`config.mk`:
```
export PLATFORM = sky130hd
export DESIGN_NAME = serial_rx
export DESIGN_NICKNAME = d
export VERILOG_FILES = /design/src/rtl/serial_rx.sv
export SDC_FILE = /design/constraint.sdc
export NUM_CORES = 1
export LEC_CHECK = 0
export CAP_MARGIN = 20
export CORE_ASPECT_RATIO = 1.25
export CORE_MARGIN = 2
export CORE_UTILIZATION = 46
export DETAILED_ROUTE_END_ITERATION = 10
export PLACE_DENSITY = 0.69
export RECOVER_POWER = 25
export SLEW_MARGIN = 20
export SYNTH_ARGS = -nofsm -noshare
export SYNTH_HDL_FRONTEND = slang
export SYNTH_SLANG_ARGS = --single-unit
export TNS_END_PERCENT = 100
```
`constraint.sdc`:
```
create_clock -name i_clk -period 2.8 [get_ports i_clk]
set_clock_uncertainty 0.15 [all_clocks]
set_input_delay 0.28 -clock i_clk [delete_from_list [all_inputs] [get_ports i_clk]]
set_output_delay 0.28 -clock i_clk [all_outputs]
set_load 0.03 [all_outputs]
```
`src/rtl/serial_rx.sv`:
```
// Framed serial receiver: start bit, WIDTH data bits LSB-first, stop bit, one bit per clock.
// Define PARITY_CHECK_EN to expect an even-parity bit before the stop bit and expose o_parity_err.
module serial_rx #(
    parameter int WIDTH = 8
) (
    input  logic             i_clk,
    input  logic             i_rst_n,
    input  logic             i_ser_in,
    output logic [WIDTH-1:0] o_data,
    output logic             o_valid,
    output logic             o_frame_err,
    output logic             o_busy
`ifdef PARITY_CHECK_EN
    ,
    output logic             o_parity_err
`endif
);

    localparam int CW = $clog2(WIDTH) + 1;
    localparam logic [CW-1:0] LAST_BIT = CW'(WIDTH - 1);

    typedef enum logic [1:0] {
        S_IDLE   = 2'd0,
        S_DATA   = 2'd1,
`ifdef PARITY_CHECK_EN
        S_PARITY = 2'd2,
`endif
        S_STOP   = 2'd3
    } state_t;

    state_t           r_state, w_state_nxt;
    logic [WIDTH-1:0] r_sh, w_sh_nxt;
    logic [CW-1:0]    r_cnt, w_cnt_nxt;
    logic [WIDTH-1:0] r_data, w_data_nxt;
    logic             r_valid, w_valid_nxt;
    logic             r_frame_err, w_frame_err_nxt;
    logic             r_busy;
`ifdef PARITY_CHECK_EN
    logic             r_par_bit, w_par_bit_nxt;
    logic             r_parity_err, w_parity_err_nxt;
    logic             w_par_ok;

    // Even parity over data plus received parity bit: zero means consistent.
    function automatic logic even_parity_ok(input logic [WIDTH-1:0] data, input logic par);
        return ((^data) ^ par) == 1'b0;
    endfunction

    assign w_par_ok = even_parity_ok(r_sh, r_par_bit);
`endif

    // Next-state, shift register, counter and output pulse decode.
    always_comb begin
        w_state_nxt     = r_state;
        w_sh_nxt        = r_sh;
        w_cnt_nxt       = r_cnt;
        w_data_nxt      = r_data;
        w_valid_nxt     = 1'b0;
        w_frame_err_nxt = 1'b0;
`ifdef PARITY_CHECK_EN
        w_par_bit_nxt    = r_par_bit;
        w_parity_err_nxt = 1'b0;
`endif
        case (r_state)
            S_IDLE: begin
                if (i_ser_in == 1'b0) begin
                    w_state_nxt = S_DATA;
                    w_cnt_nxt   = {CW{1'b0}};
                end else begin
                    w_state_nxt = S_IDLE;
                end
            end
            S_DATA: begin
                w_sh_nxt = {i_ser_in, r_sh[WIDTH-1:1]};
                if (r_cnt < LAST_BIT) begin
                    w_cnt_nxt = r_cnt + {{(CW-1){1'b0}}, 1'b1};
                end else begin
`ifdef PARITY_CHECK_EN
                    w_state_nxt = S_PARITY;
`else
                    w_state_nxt = S_STOP;
`endif
                end
            end
`ifdef PARITY_CHECK_EN
            S_PARITY: begin
                w_par_bit_nxt = i_ser_in;
                w_state_nxt   = S_STOP;
            end
`endif
            S_STOP: begin
                w_state_nxt     = S_IDLE;
                w_frame_err_nxt = ~i_ser_in;
`ifdef PARITY_CHECK_EN
                w_parity_err_nxt = ~w_par_ok;
                if (i_ser_in && w_par_ok) begin
`else
                if (i_ser_in) begin
`endif
                    w_data_nxt  = r_sh;
                    w_valid_nxt = 1'b1;
                end else begin
                    w_data_nxt  = r_data;
                end
            end
            default: begin
                w_state_nxt = S_IDLE;
            end
        endcase
    end

    // State and datapath registers; every output is driven from a flop.
    always_ff @(posedge i_clk or negedge i_rst_n) begin
        if (!i_rst_n) begin
            r_state     <= S_IDLE;
            r_sh        <= {WIDTH{1'b0}};
            r_cnt       <= {CW{1'b0}};
            r_data      <= {WIDTH{1'b0}};
            r_valid     <= 1'b0;
            r_frame_err <= 1'b0;
            r_busy      <= 1'b0;
`ifdef PARITY_CHECK_EN
            r_par_bit    <= 1'b0;
            r_parity_err <= 1'b0;
`endif
        end else begin
            r_state     <= w_state_nxt;
            r_sh        <= w_sh_nxt;
            r_cnt       <= w_cnt_nxt;
            r_data      <= w_data_nxt;
            r_valid     <= w_valid_nxt;
            r_frame_err <= w_frame_err_nxt;
            r_busy      <= (w_state_nxt != S_IDLE);
`ifdef PARITY_CHECK_EN
            r_par_bit    <= w_par_bit_nxt;
            r_parity_err <= w_parity_err_nxt;
`endif
        end
    end

    assign o_data      = r_data;
    assign o_valid     = r_valid;
    assign o_frame_err = r_frame_err;
    assign o_busy      = r_busy;
`ifdef PARITY_CHECK_EN
    assign o_parity_err = r_parity_err;
`endif

endmodule

```
# ---- Yosys cells after proc, flatten, opt, wreduce, memory -nomap -nowiden
# Cells that the tools add are included.
dict set report classes {
  add_sub_neg 1
  magnitude_cmp 1
  n_eq_ne 4
  muxes 9
  bitwise_logic 1
  reduce_logical 5
}
# cell count
set ops {}
lappend ops {{2-to-1 mux 4 bit} 2}
lappend ops {{case mux 4 bit (2 select lines)} 1}
lappend ops {{adder 4 x 1 -> 4 bit, second input constant} 1}
lappend ops {{< comparator 4 x 3 -> 1 bit, second input constant} 1}
lappend ops {{2-to-1 mux 1 bit} 4}
lappend ops {{!= test 2 bit, second input constant} 2}
lappend ops {{case mux 2 bit (2 select lines)} 1}
lappend ops {{nonzero test 2 bit} 2}
lappend ops {{AND reduction 3 bit} 1}
lappend ops {{== test 2 x 1 -> 1 bit, second input constant} 1}
lappend ops {{== test 2 bit, second input constant} 1}
lappend ops {{logical NOT 2 bit} 1}
lappend ops {{2-to-1 mux 2 bit} 1}
lappend ops {{AND reduction 2 bit} 1}
lappend ops {{NOT 1 bit} 1}
dict set report word_totals {
  reg_bits 25
  out_inout_bits 11
  wordCells 28
}

# ---- Logic depth before layout (Yosys ltp)
# Gate-level depths: netlist (run 1).
dict set report logic_depth {
  ltp_word 4
  depth_mapped 4
}

# ---- Least setup slack after synthesis (run 1)
# OpenSTA, ideal clock, no wires.
dict set report synth_path {
  path_kind {reg2reg}
  startpoint {register r_state[1]}
  endpoint {register r_sh[0]}
  setup_time_ns 0.125
  arrival_ns 1.043
  required_time_ns 2.525
  path_slack_ns 1.481
  stages_incl_launch_ff 5
  period_less_slack_ns 1.319
  cell_sequence {dfrtp_1 > buf_6 > nand2b_4 > buf_6 > mux2_4}
}
dict set report synth_via {
  elab_chain_cells 1
}
# item line
set synth_rtl {}
lappend synth_rtl {{start, declared} 31} ;# state_t r_state, w_state_nxt;
lappend synth_rtl {{start signal, assigned} 126} ;# r_state <= w_state_nxt;
lappend synth_rtl {{== test 2 x 1 -> 1 bit} 63} ;# case (r_state)
lappend synth_rtl {{end signal, assigned} 115} ;# r_sh <= {WIDTH{1'b0}};
lappend synth_rtl {{end signal, assigned} 127} ;# r_sh <= w_sh_nxt;
lappend synth_rtl {{end, declared} 32} ;# logic [WIDTH-1:0] r_sh, w_sh_nxt;
# No other way between the ends.
# A chain may end at the register's enable or synchronous reset.

# ---- Final worst setup path (run 1)
dict set report layout_path {
  startpoint {register r_data[1] (netlist: o_data[1])}
  endpoint {output o_data[1]}
}
# item line
set layout_rtl {}
lappend layout_rtl {{start, declared} 34} ;# logic [WIDTH-1:0] r_data, w_data_nxt;
lappend layout_rtl {{start signal, assigned} 117} ;# r_data <= {WIDTH{1'b0}};
lappend layout_rtl {{start signal, assigned} 129} ;# r_data <= w_data_nxt;
lappend layout_rtl {{end, declared} 9} ;# output logic [WIDTH-1:0] o_data,
# No word-level cell between the ends.

==> results of run 1 <==
-- worst register-to-register path, delay by kind of cell, from the launching register on --
family	cells	cell delay, ps
muxes	1	360
and+or+nand+nor	1	320
DFF	1	540
-- synthesized netlist by cell type (2+ instances only) --
cell / count / area [um2]
inv_1: 2 / 7.510
o311ai_1: 2 / 17.52
dfrtp_1: 25 / 625.6
nand2_1: 2 / 7.510
nor2_1: 3 / 11.26
mux2_2: 10 / 112.6
mux2_4: 6 / 90.09
nand3_1: 2 / 10.01
o21ai_0: 5 / 25.02
buf_6: 2 / 22.52
-- final timing paths --
kind | endpoint | slack, ps | startpoint
hold reg to reg | o_data[4] | 370 | o_data[4]
setup reg to reg | r_sh[4] | 1340 | r_state[1]
min in group asynchronous | r_sh[0] | 600 | i_rst_n
hold / removal | o_data[4] | 370 | o_data[4]
max in group asynchronous | r_cnt[3] | 1150 | i_rst_n
setup / recovery | o_data[1] | 1020 | o_data[1]
-- cells by family (layout without fill, tap and decap cells) --
logic type	Yosys count	after routing	synth area share, %
mux	16	16	19.88
flops	25	25	61.35
fa+ha+maj	1	1	1.227
buf+inv	5	20	3.681
compound gates	9	9	5.645
simple gates	13	13	8.222
-- metal layers --
metal,GRT usage (%),vias to the layer above
met5,0,-
met4,7.347,0
met3,2.894,4
met2,20.63,11
met1,17.41,297
li1,-,275
-- power by group through the flow --
stage / combinational [mW] / clock (mW) / sequential [mW]
2_1_floorplan: 0.388 / 0 / 0.761
3_3_place_gp: 0.658 / 0 / 0.665
3_5_place_dp: 0.672 / 0 / 0.675
4_1_cts: 0.673 / 0.161 / 0.665
5_1_grt: 0.708 / 0.177 / 0.690
6_report: 0.662 / 0.154 / 0.661
-- layout make-up --
class | count | share of cell area (%)
flip-flops and latches | 25 | 53.19
multi-input cells | 39 | 30.32
repair buffers | 14 | 11.38
clock buffers | 4 | 2.234
well taps | 21 | 2.234
inverters | 2 | 0.6383
-- sequential cells by signal, summed over array words and instances (netlist names) --
| signal | flops |
|---|---|
| o_valid | 1 |
| r_state | 2 |
| r_cnt | 4 |
| o_busy | 1 |
| r_sh | 8 |
| o_data | 8 |
| o_frame_err | 1 |
-- per-stage QoR --
step                hold slack, ps  utilization, %  worst slack, ps  std cells  power [mW]
global placement             337.8           53.92             1097        101       1.323
CTS                          168.2           55.15            994.3        105       1.499
finish                       368.3           54.97             1021        105       1.478
global route                 403.1           54.97            848.8        105       1.575
detailed placement           343.7           53.92             1049        101       1.347
floorplan                   -165.6               -             1481         69       1.149
==> impl_metrics.env, run 1 <==
export IMPL_status="finished clean"
export IMPL_cpMaxStageDelayCell="clkdlybuf4s50_1"
export IMPL_grt_ovfl_total=0
export IMPL_place_congestion=0.6957
export IMPL_leakagePower_nw=0.5300
export IMPL_post_cts_buffers=0
export IMPL_post_drt_wl_per_cell_um=14.33
export IMPL_grt_pass1_vias=557
export IMPL_die_h_um=56.64
export IMPL_cp_depth=1
export IMPL_final_cell_mix="dfrtp_1, clkdlybuf4s50_1, mux2_2"
export IMPL_core_area_mm2=0.002140
export IMPL_track_usage_pct=13.56
export IMPL_cp_cell_sequence="clkdlybuf4s50_1"
export IMPL_postPlaceCellArea_mm2=0.001154
export IMPL_synth_area_mm2=0.001020
export IMPL_crit_buf_inv=1
export IMPL_setup_viol=0
export IMPL_crit_arrival_ps=1350
export IMPL_critPathTopFamily="buffers and inverters"
export IMPL_synth_edf_count=0
export IMPL_p_int_uw=940.9
export IMPL_swShare_pct=36.36
export IMPL_num_rows=19
export IMPL_io_buffers=13
export IMPL_grt_max_degree=26
export IMPL_end_kind="primary output"
export IMPL_drtPass1Iterations=2
export IMPL_dieArea_mm2=0.002612
export IMPL_synth_flop_cell="dfrtp_1"
export IMPL_grt_pass1_wl_mm=2.546
export IMPL_clkTransAtPathRegs_ps=130
export IMPL_antenna_found_initial=0
export IMPL_register_area_um2=625.6
export IMPL_worstPathRequired_ps=2370
export IMPL_cts_tree="yes"
export IMPL_layout_drive_gt1_share_pct=26.19
export IMPL_drt_initial_drc_count=3
export IMPL_fin_nets=89
export IMPL_pwr_share_clk_pct=10.5
export IMPL_r2r_cells=2
export IMPL_ys_types=20
export IMPL_synth_area_per_cell_um2=14.78
export IMPL_tns_ps=0
export IMPL_h_tree_depth=1
export IMPL_wl_mm=1.505
export IMPL_drc_errors=0
export IMPL_synth_fp_nets=73
export IMPL_fin_crit_ps=1779
export IMPL_multi_input_area_um2=356.6
export IMPL_start_kind="flip-flop"
export IMPL_floorplan_initialDensity_pct=47.66
export IMPL_top_layer_used="met4"
export IMPL_ant_nets=0
export IMPL_num_vias=587
export IMPL_dr_wl_met2_um=802
export IMPL_holdBufCountCts=0
export IMPL_yosysSeqAreaShare_pct=61.35
export IMPL_vias_per_cell=5.590
export IMPL_area_growth_pct=15.34
export IMPL_yosysWarnings=0
export IMPL_power_per_cell_area_mw_per_mm2=1257
export IMPL_hold_path_depth=1
export IMPL_worst_slew_pin_slew_ps=1271
export IMPL_finalMaxSlewViolations=0
export IMPL_num_io_pins=14
export IMPL_synthCells=69
export IMPL_maxCapViolCount=0
export IMPL_place_hpwl_mm=1.107
export IMPL_wl_met3_um=40
export IMPL_clk_root_buffer_cell="clkbuf_4"
export IMPL_min_period_over_period_pct=63.54
export IMPL_ctsResizeCount=0
export IMPL_yosys_register_bits=25
export IMPL_cp_max_fo=2
export IMPL_cts_buffer_depth=2
export IMPL_max_stage_delay_ps=670
export IMPL_hold_viol=0
export IMPL_fill_cells=183
export IMPL_hold_path_class="flip-flop to flip-flop"
export IMPL_numCtsBuffers=3
export IMPL_seqPwrFrac_pct=44.7
export IMPL_antenna_cells=0
export IMPL_slew_limit_headroom_pct=15.26
export IMPL_async_flop_share_pct=100.0
export IMPL_design_area_mm2=0.001176
export IMPL_final_common_cell="dfrtp_1"
export IMPL_fmax_ghz=0.5621
export IMPL_fp_dieW_um=46.11
export IMPL_wl_met1_um=642
export IMPL_clock_sinks=25
export IMPL_clk_latency_ps=310
export IMPL_peakVddDrop_mv=0.6135
export IMPL_path_class="flip-flop to primary output"
export IMPL_combPwrFrac_pct=44.8
export IMPL_rsz0062_at_grt="false"
export IMPL_p_switching_uw=537.5
No activity file was read; power rests on OpenSTA's default activity.
==> run 2: changes to the inputs <==
==> constraint.sdc (replaced) <==
create_clock -name i_clk -period 1.85 [get_ports i_clk]
set_clock_uncertainty 0.15 [all_clocks]
set_input_delay 0.185 -clock i_clk [delete_from_list [all_inputs] [get_ports i_clk]]
set_output_delay 0.185 -clock i_clk [all_outputs]
set_load 0.03 [all_outputs]
==> run 2 against run 1 <==
  * Count of clock-buffer cells in the layout did not move
  * Non-clock buffer count did not move
  * Cell area did not move
  * Worst setup slack got worse by 860 ps
  * Combinational power rose by 51%
  * Hold slack did not move
  * Clock power rose by 52%
  * Power rose by 51%
  * Via count did not move
  * First-iteration DRC count did not move
  * Sequential share of layout area did not move
  * Largest cell class unchanged
==> impl_metrics.env, run 2 (synthesis gave the netlist of run 1 again) <==
export IMPL_r2r_end="r_sh[4]"
export IMPL_drc_errors=0
export IMPL_place_congestion=0.6959
export IMPL_num_io_pins=14
export IMPL_grt_pass1_vias=557
export IMPL_vias_per_cell=5.590
export IMPL_antenna_found_initial=0
export IMPL_fp_dieW_um=46.11
export IMPL_path_class="flip-flop to primary output"
export IMPL_io_buffers=13
export IMPL_post_drt_wl_per_cell_um=14.34
export IMPL_clock_sinks=25
export IMPL_cp_cell_sequence="clkdlybuf4s50_1"
export IMPL_maxCapViolCount=0
export IMPL_fin_crit_ps=1684
export IMPL_fmax_ghz=0.5938
export IMPL_hold_end="o_data[4]"
export IMPL_fin_nets=89
export IMPL_cts_buffer_depth=2
export IMPL_area_growth_pct=15.34
export IMPL_grt_max_degree=26
export IMPL_dieArea_mm2=0.002612
export IMPL_die_h_um=56.64
export IMPL_ant_nets=0
export IMPL_critPathTopFamily="buffers and inverters"
export IMPL_min_period_over_period_pct=91.03
export IMPL_hold_viol=0
export IMPL_worst_slew_pin_slew_ps=1270
export IMPL_rsz0062_at_grt="false"
export IMPL_cp_max_fo=2
export IMPL_slew_limit_headroom_pct=15.32
export IMPL_drtPass1Iterations=2
export IMPL_final_common_cell="dfrtp_1"
export IMPL_leakagePower_nw=0.5297
export IMPL_fin_ws_ps=165.9
export IMPL_cpMaxStageDelayCell="clkdlybuf4s50_1"
export IMPL_final_cell_mix="dfrtp_1, clkdlybuf4s50_1, mux2_2"
export IMPL_crit_buf_inv=1
export IMPL_floorplan_initialDensity_pct=47.66
export IMPL_r2r_cells=2
export IMPL_wl_mm=1.506
export IMPL_dp_slack_ps=194.0
export IMPL_post_cts_buffers=0
export IMPL_p_total_mw=2.238
export IMPL_num_rows=19
export IMPL_setup_viol=0
export IMPL_status="finished clean"
export IMPL_num_vias=587
export IMPL_h_tree_depth=1
export IMPL_cts_tree="yes"
export IMPL_worstPathRequired_ps=1510
export IMPL_peakVddDrop_mv=0.9286
export IMPL_core_area_mm2=0.002140
export IMPL_drt_initial_drc_count=3
export IMPL_worstHoldStart="o_data[4]"
export IMPL_grt_ovfl_total=0
export IMPL_regToRegSetupSlack_ps=390
export IMPL_antenna_cells=0
export IMPL_fin_util_pct=54.97
export IMPL_max_stage_delay_ps=670
export IMPL_clk_latency_ps=310
export IMPL_finalMaxSlewViolations=0
export IMPL_design_area_mm2=0.001176
export IMPL_r2r_start="r_state[1]"
export IMPL_hold_path_class="flip-flop to flip-flop"
export IMPL_crit_arrival_ps=1350
export IMPL_postPlaceCellArea_mm2=0.001154
export IMPL_place_hpwl_mm=1.107
export IMPL_layout_drive_gt1_share_pct=26.19
export IMPL_track_usage_pct=13.56
export IMPL_clkTransAtPathRegs_ps=130
export IMPL_tns_ps=0
export IMPL_clk_root_buffer_cell="clkbuf_4"
export IMPL_grt_pass1_wl_mm=2.546
export IMPL_holdBufCountCts=0
export IMPL_start_kind="flip-flop"
export IMPL_power_per_cell_area_mw_per_mm2=1903
export IMPL_hold_path_depth=1
export IMPL_end_kind="primary output"
export IMPL_numCtsBuffers=3
export IMPL_ctsResizeCount=0
run 2: cell types whose count changed in the layout (fill, tap and decap cells not counted):
cell,previous run,this run
dlygate4sd3_1,1,0
clkdlybuf4s50_1,12,13
run 2: worst max path at each step:
| stage | startpoint | endpoint | slack (ps) | cells past startpoint |
|---|---|---|---|---|
| finish | o_data[1] | o_data[1] | 170 | 1 |
| global route | i_rst_n | o_data[2] | 60 | 2 |
| CTS | o_data[3] | o_data[3] | 140 | 1 |
| detailed placement | i_ser_in | o_data[3] | 190 | 3 |
| global placement | i_ser_in | o_data[7] | 240 | 3 |
| floorplan | r_state[1] | r_sh[0] | 530 | 4 |
run 2: area by class of cell:
cell class              count  area, um2
flip-flops and latches     25      625.6
inverters                   2      7.507
repair buffers             14      133.9
well taps                  21      26.28
fillers                   183      963.4
multi-input cells          39      356.6
clock buffers               4      26.28
run 2: per-stage QoR:
stage               hold WS [ps]  std cells
floorplan                 -260.6         69
global placement           337.8        101
detailed placement         343.7        101
CTS                        73.24        105
global route               403.1        105
finish                     368.3        105
run 2: routing by layer:
| layer | vias up | part of all wire, % | wire length, um | GRT usage [%] |
|---|---|---|---|---|
| li1 | 275 | - | - | - |
| met1 | 297 | 43 | 642 | 17.41 |
| met2 | 11 | 53 | 802 | 20.63 |
| met3 | 4 | 2.7 | 40 | 2.894 |
| met4 | 0 | 1.3 | 20 | 7.347 |
| met5 | - | 0 | 0 | 0 |
run 2: where the power goes:
group	internal [mW]	switching [mW]
combinational	0.538	0.465
sequential	0.802	0.199
clock	0.0841	0.150
==> run 3: changes to the inputs <==
--- a/config.mk
+++ b/config.mk
@@ -6,11 +6,13 @@
 export NUM_CORES = 1
 export LEC_CHECK = 0
 export CAP_MARGIN = 20
+export CELL_PAD_IN_SITES_DETAIL_PLACEMENT = 0
+export CELL_PAD_IN_SITES_GLOBAL_PLACEMENT = 1
 export CORE_ASPECT_RATIO = 1.25
 export CORE_MARGIN = 2
-export CORE_UTILIZATION = 46
+export CORE_UTILIZATION = 43
 export DETAILED_ROUTE_END_ITERATION = 10
-export PLACE_DENSITY = 0.69
+export PLACE_DENSITY_LB_ADDON = 0.1
 export RECOVER_POWER = 25
 export SLEW_MARGIN = 20
 export SYNTH_ARGS = -nofsm -noshare
==> run 3 against run 2 <==
  * Hold slack worse by 140 ps
  * Maximum frequency decreased by 1.2%
  * Routed wire length shrank 0.73%
  * Non-clock buffer count stayed put
  * Largest cell class unchanged
==> impl_metrics.env, run 3 (synthesis gave the netlist of run 1 again) <==
export IMPL_final_cell_mix="dfrtp_1, clkdlybuf4s50_1, mux2_2"
export IMPL_dieArea_mm2=0.002779
export IMPL_place_congestion=0.6393
export IMPL_fp_dieW_um=47.56
export IMPL_cp_cell_sequence="clkdlybuf4s50_1"
export IMPL_start_kind="flip-flop"
export IMPL_regToRegSetupSlack_ps=410
export IMPL_status="finished clean"
export IMPL_end_kind="primary output"
export IMPL_holdBufCountCts=0
export IMPL_wl_met1_um=651
export IMPL_seqPwrFrac_pct=44.6
export IMPL_grt_max_degree=26
export IMPL_clock_sinks=25
export IMPL_crit_arrival_ps=1370
export IMPL_post_drt_wl_per_cell_um=13.00
export IMPL_clk_latency_ps=320
export IMPL_tns_ps=0
export IMPL_setup_viol=0
export IMPL_post_cts_buffers=0
export IMPL_area_growth_pct=16.81
export IMPL_h_tree_depth=1
export IMPL_floorplan_initialDensity_pct=45.63
export IMPL_clkTransAtPathRegs_ps=140
export IMPL_hold_viol=0
export IMPL_antenna_cells=0
export IMPL_core_area_mm2=0.002235
export IMPL_cts_tree="yes"
export IMPL_combPwrFrac_pct=44.6
export IMPL_finalMaxSlewViolations=0
export IMPL_io_buffers=13
export IMPL_wl_met3_um=43
export IMPL_worst_slew_pin_slew_ps=597.7
export IMPL_r2r_start="r_state[1]"
export IMPL_p_switching_uw=815.0
export IMPL_vias_per_cell=4.974
export IMPL_hold_path_class="primary input to async pin"
export IMPL_critPathTopFamily="buffers and inverters"
export IMPL_clk_root_buffer_cell="clkbuf_4"
export IMPL_p_total_mw=2.236
export IMPL_slew_limit_headroom_pct=60.15
export IMPL_cp_max_fo=2
export IMPL_die_h_um=58.45
export IMPL_grt_pass1_vias=581
export IMPL_num_rows=19
export IMPL_swShare_pct=36.45
export IMPL_ctsResizeCount=0
export IMPL_r2r_end="r_sh[4]"
export IMPL_fin_nets=89
export IMPL_grt_ovfl_total=0
export IMPL_multi_input_area_um2=356.6
export IMPL_place_hpwl_mm=1.056
export IMPL_min_period_over_period_pct=92.17
export IMPL_crit_buf_inv=1
export IMPL_fin_crit_ps=1705
export IMPL_r2r_cells=2
export IMPL_maxCapViolCount=0
export IMPL_track_usage_pct=13.57
export IMPL_cp_depth=1
export IMPL_p_int_mw=1.421
export IMPL_num_vias=572
export IMPL_cpMaxStageDelayCell="clkdlybuf4s50_1"
export IMPL_fmax_ghz=0.5864
export IMPL_num_io_pins=14
export IMPL_pwr_share_clk_pct=10.8
export IMPL_grt_pass1_wl_mm=2.642
export IMPL_cts_buffer_depth=2
export IMPL_rsz0062_at_grt="false"
export IMPL_numCtsBuffers=3
export IMPL_worstPathRequired_ps=1510
export IMPL_peakVddDrop_mv=0.9110
export IMPL_max_stage_delay_ps=670
export IMPL_ant_nets=0
export IMPL_final_common_cell="dfrtp_1"
export IMPL_drc_errors=0
export IMPL_drtPass1Iterations=4
export IMPL_power_per_cell_area_mw_per_mm2=1877
export IMPL_top_layer_used="met4"
export IMPL_path_class="flip-flop to primary output"
export IMPL_antenna_found_initial=0
export IMPL_dr_wl_met2_um=771
export IMPL_layout_drive_gt1_share_pct=28.57
export IMPL_register_area_um2=625.6
export IMPL_leakagePower_nw=0.5357
export IMPL_wl_mm=1.495
export IMPL_drt_initial_drc_count=8
export IMPL_fill_cells=220
-- run 3: through the flow --
stage	setup WS, ps	area, um2	util, %	std cells	hold slack, ps
floorplan	531.4	1020	-	69	-260.6
global placement	230.5	1166	52.18	111	339.7
detailed placement	201.7	1166	52.18	111	347.8
CTS	124.5	1194	53.42	115	58.88
global route	83.62	1191	53.30	115	314.1
finish	144.8	1191	53.30	115	226.7
-- run 3: area by class of cell --
class,count,area share [%]
multi-input combinational,39,29.94
clock buffer,3,1.891
clock inverter,1,0.4202
inverter,2,0.6303
sequential,25,52.52
tap,31,3.256
timing repair buffer,14,11.34
-- run 3: worst max path at each step --
stage	from	to	slack [ps]
final	o_data[2]	o_data[2]	140
after global routing	o_data[0]	o_data[0]	80
after CTS	o_data[2]	o_data[2]	120
after detailed placement	i_ser_in	o_data[4]	200
after global placement	i_ser_in	o_data[7]	230
after floorplan	r_state[1]	r_sh[0]	530
-- run 3: metal layers --
layer,up-vias,GRT usage (%)
met5,-,0
met4,0,6.950
met3,4,2.761
met2,11,21.62
met1,285,16.97
li1,272,-
-- run 3: power by group through the flow --
stage | Clock, mW | Combinational [mW] | Sequential (mW)
after floorplan | 0 | 0.587 | 1.15
after global placement | 0 | 0.999 | 1.01
after detailed placement | 0 | 1.01 | 1.02
after CTS | 0.250 | 1.01 | 1.00
after global routing | 0.273 | 1.08 | 1.04
final | 0.241 | 0.997 | 0.998
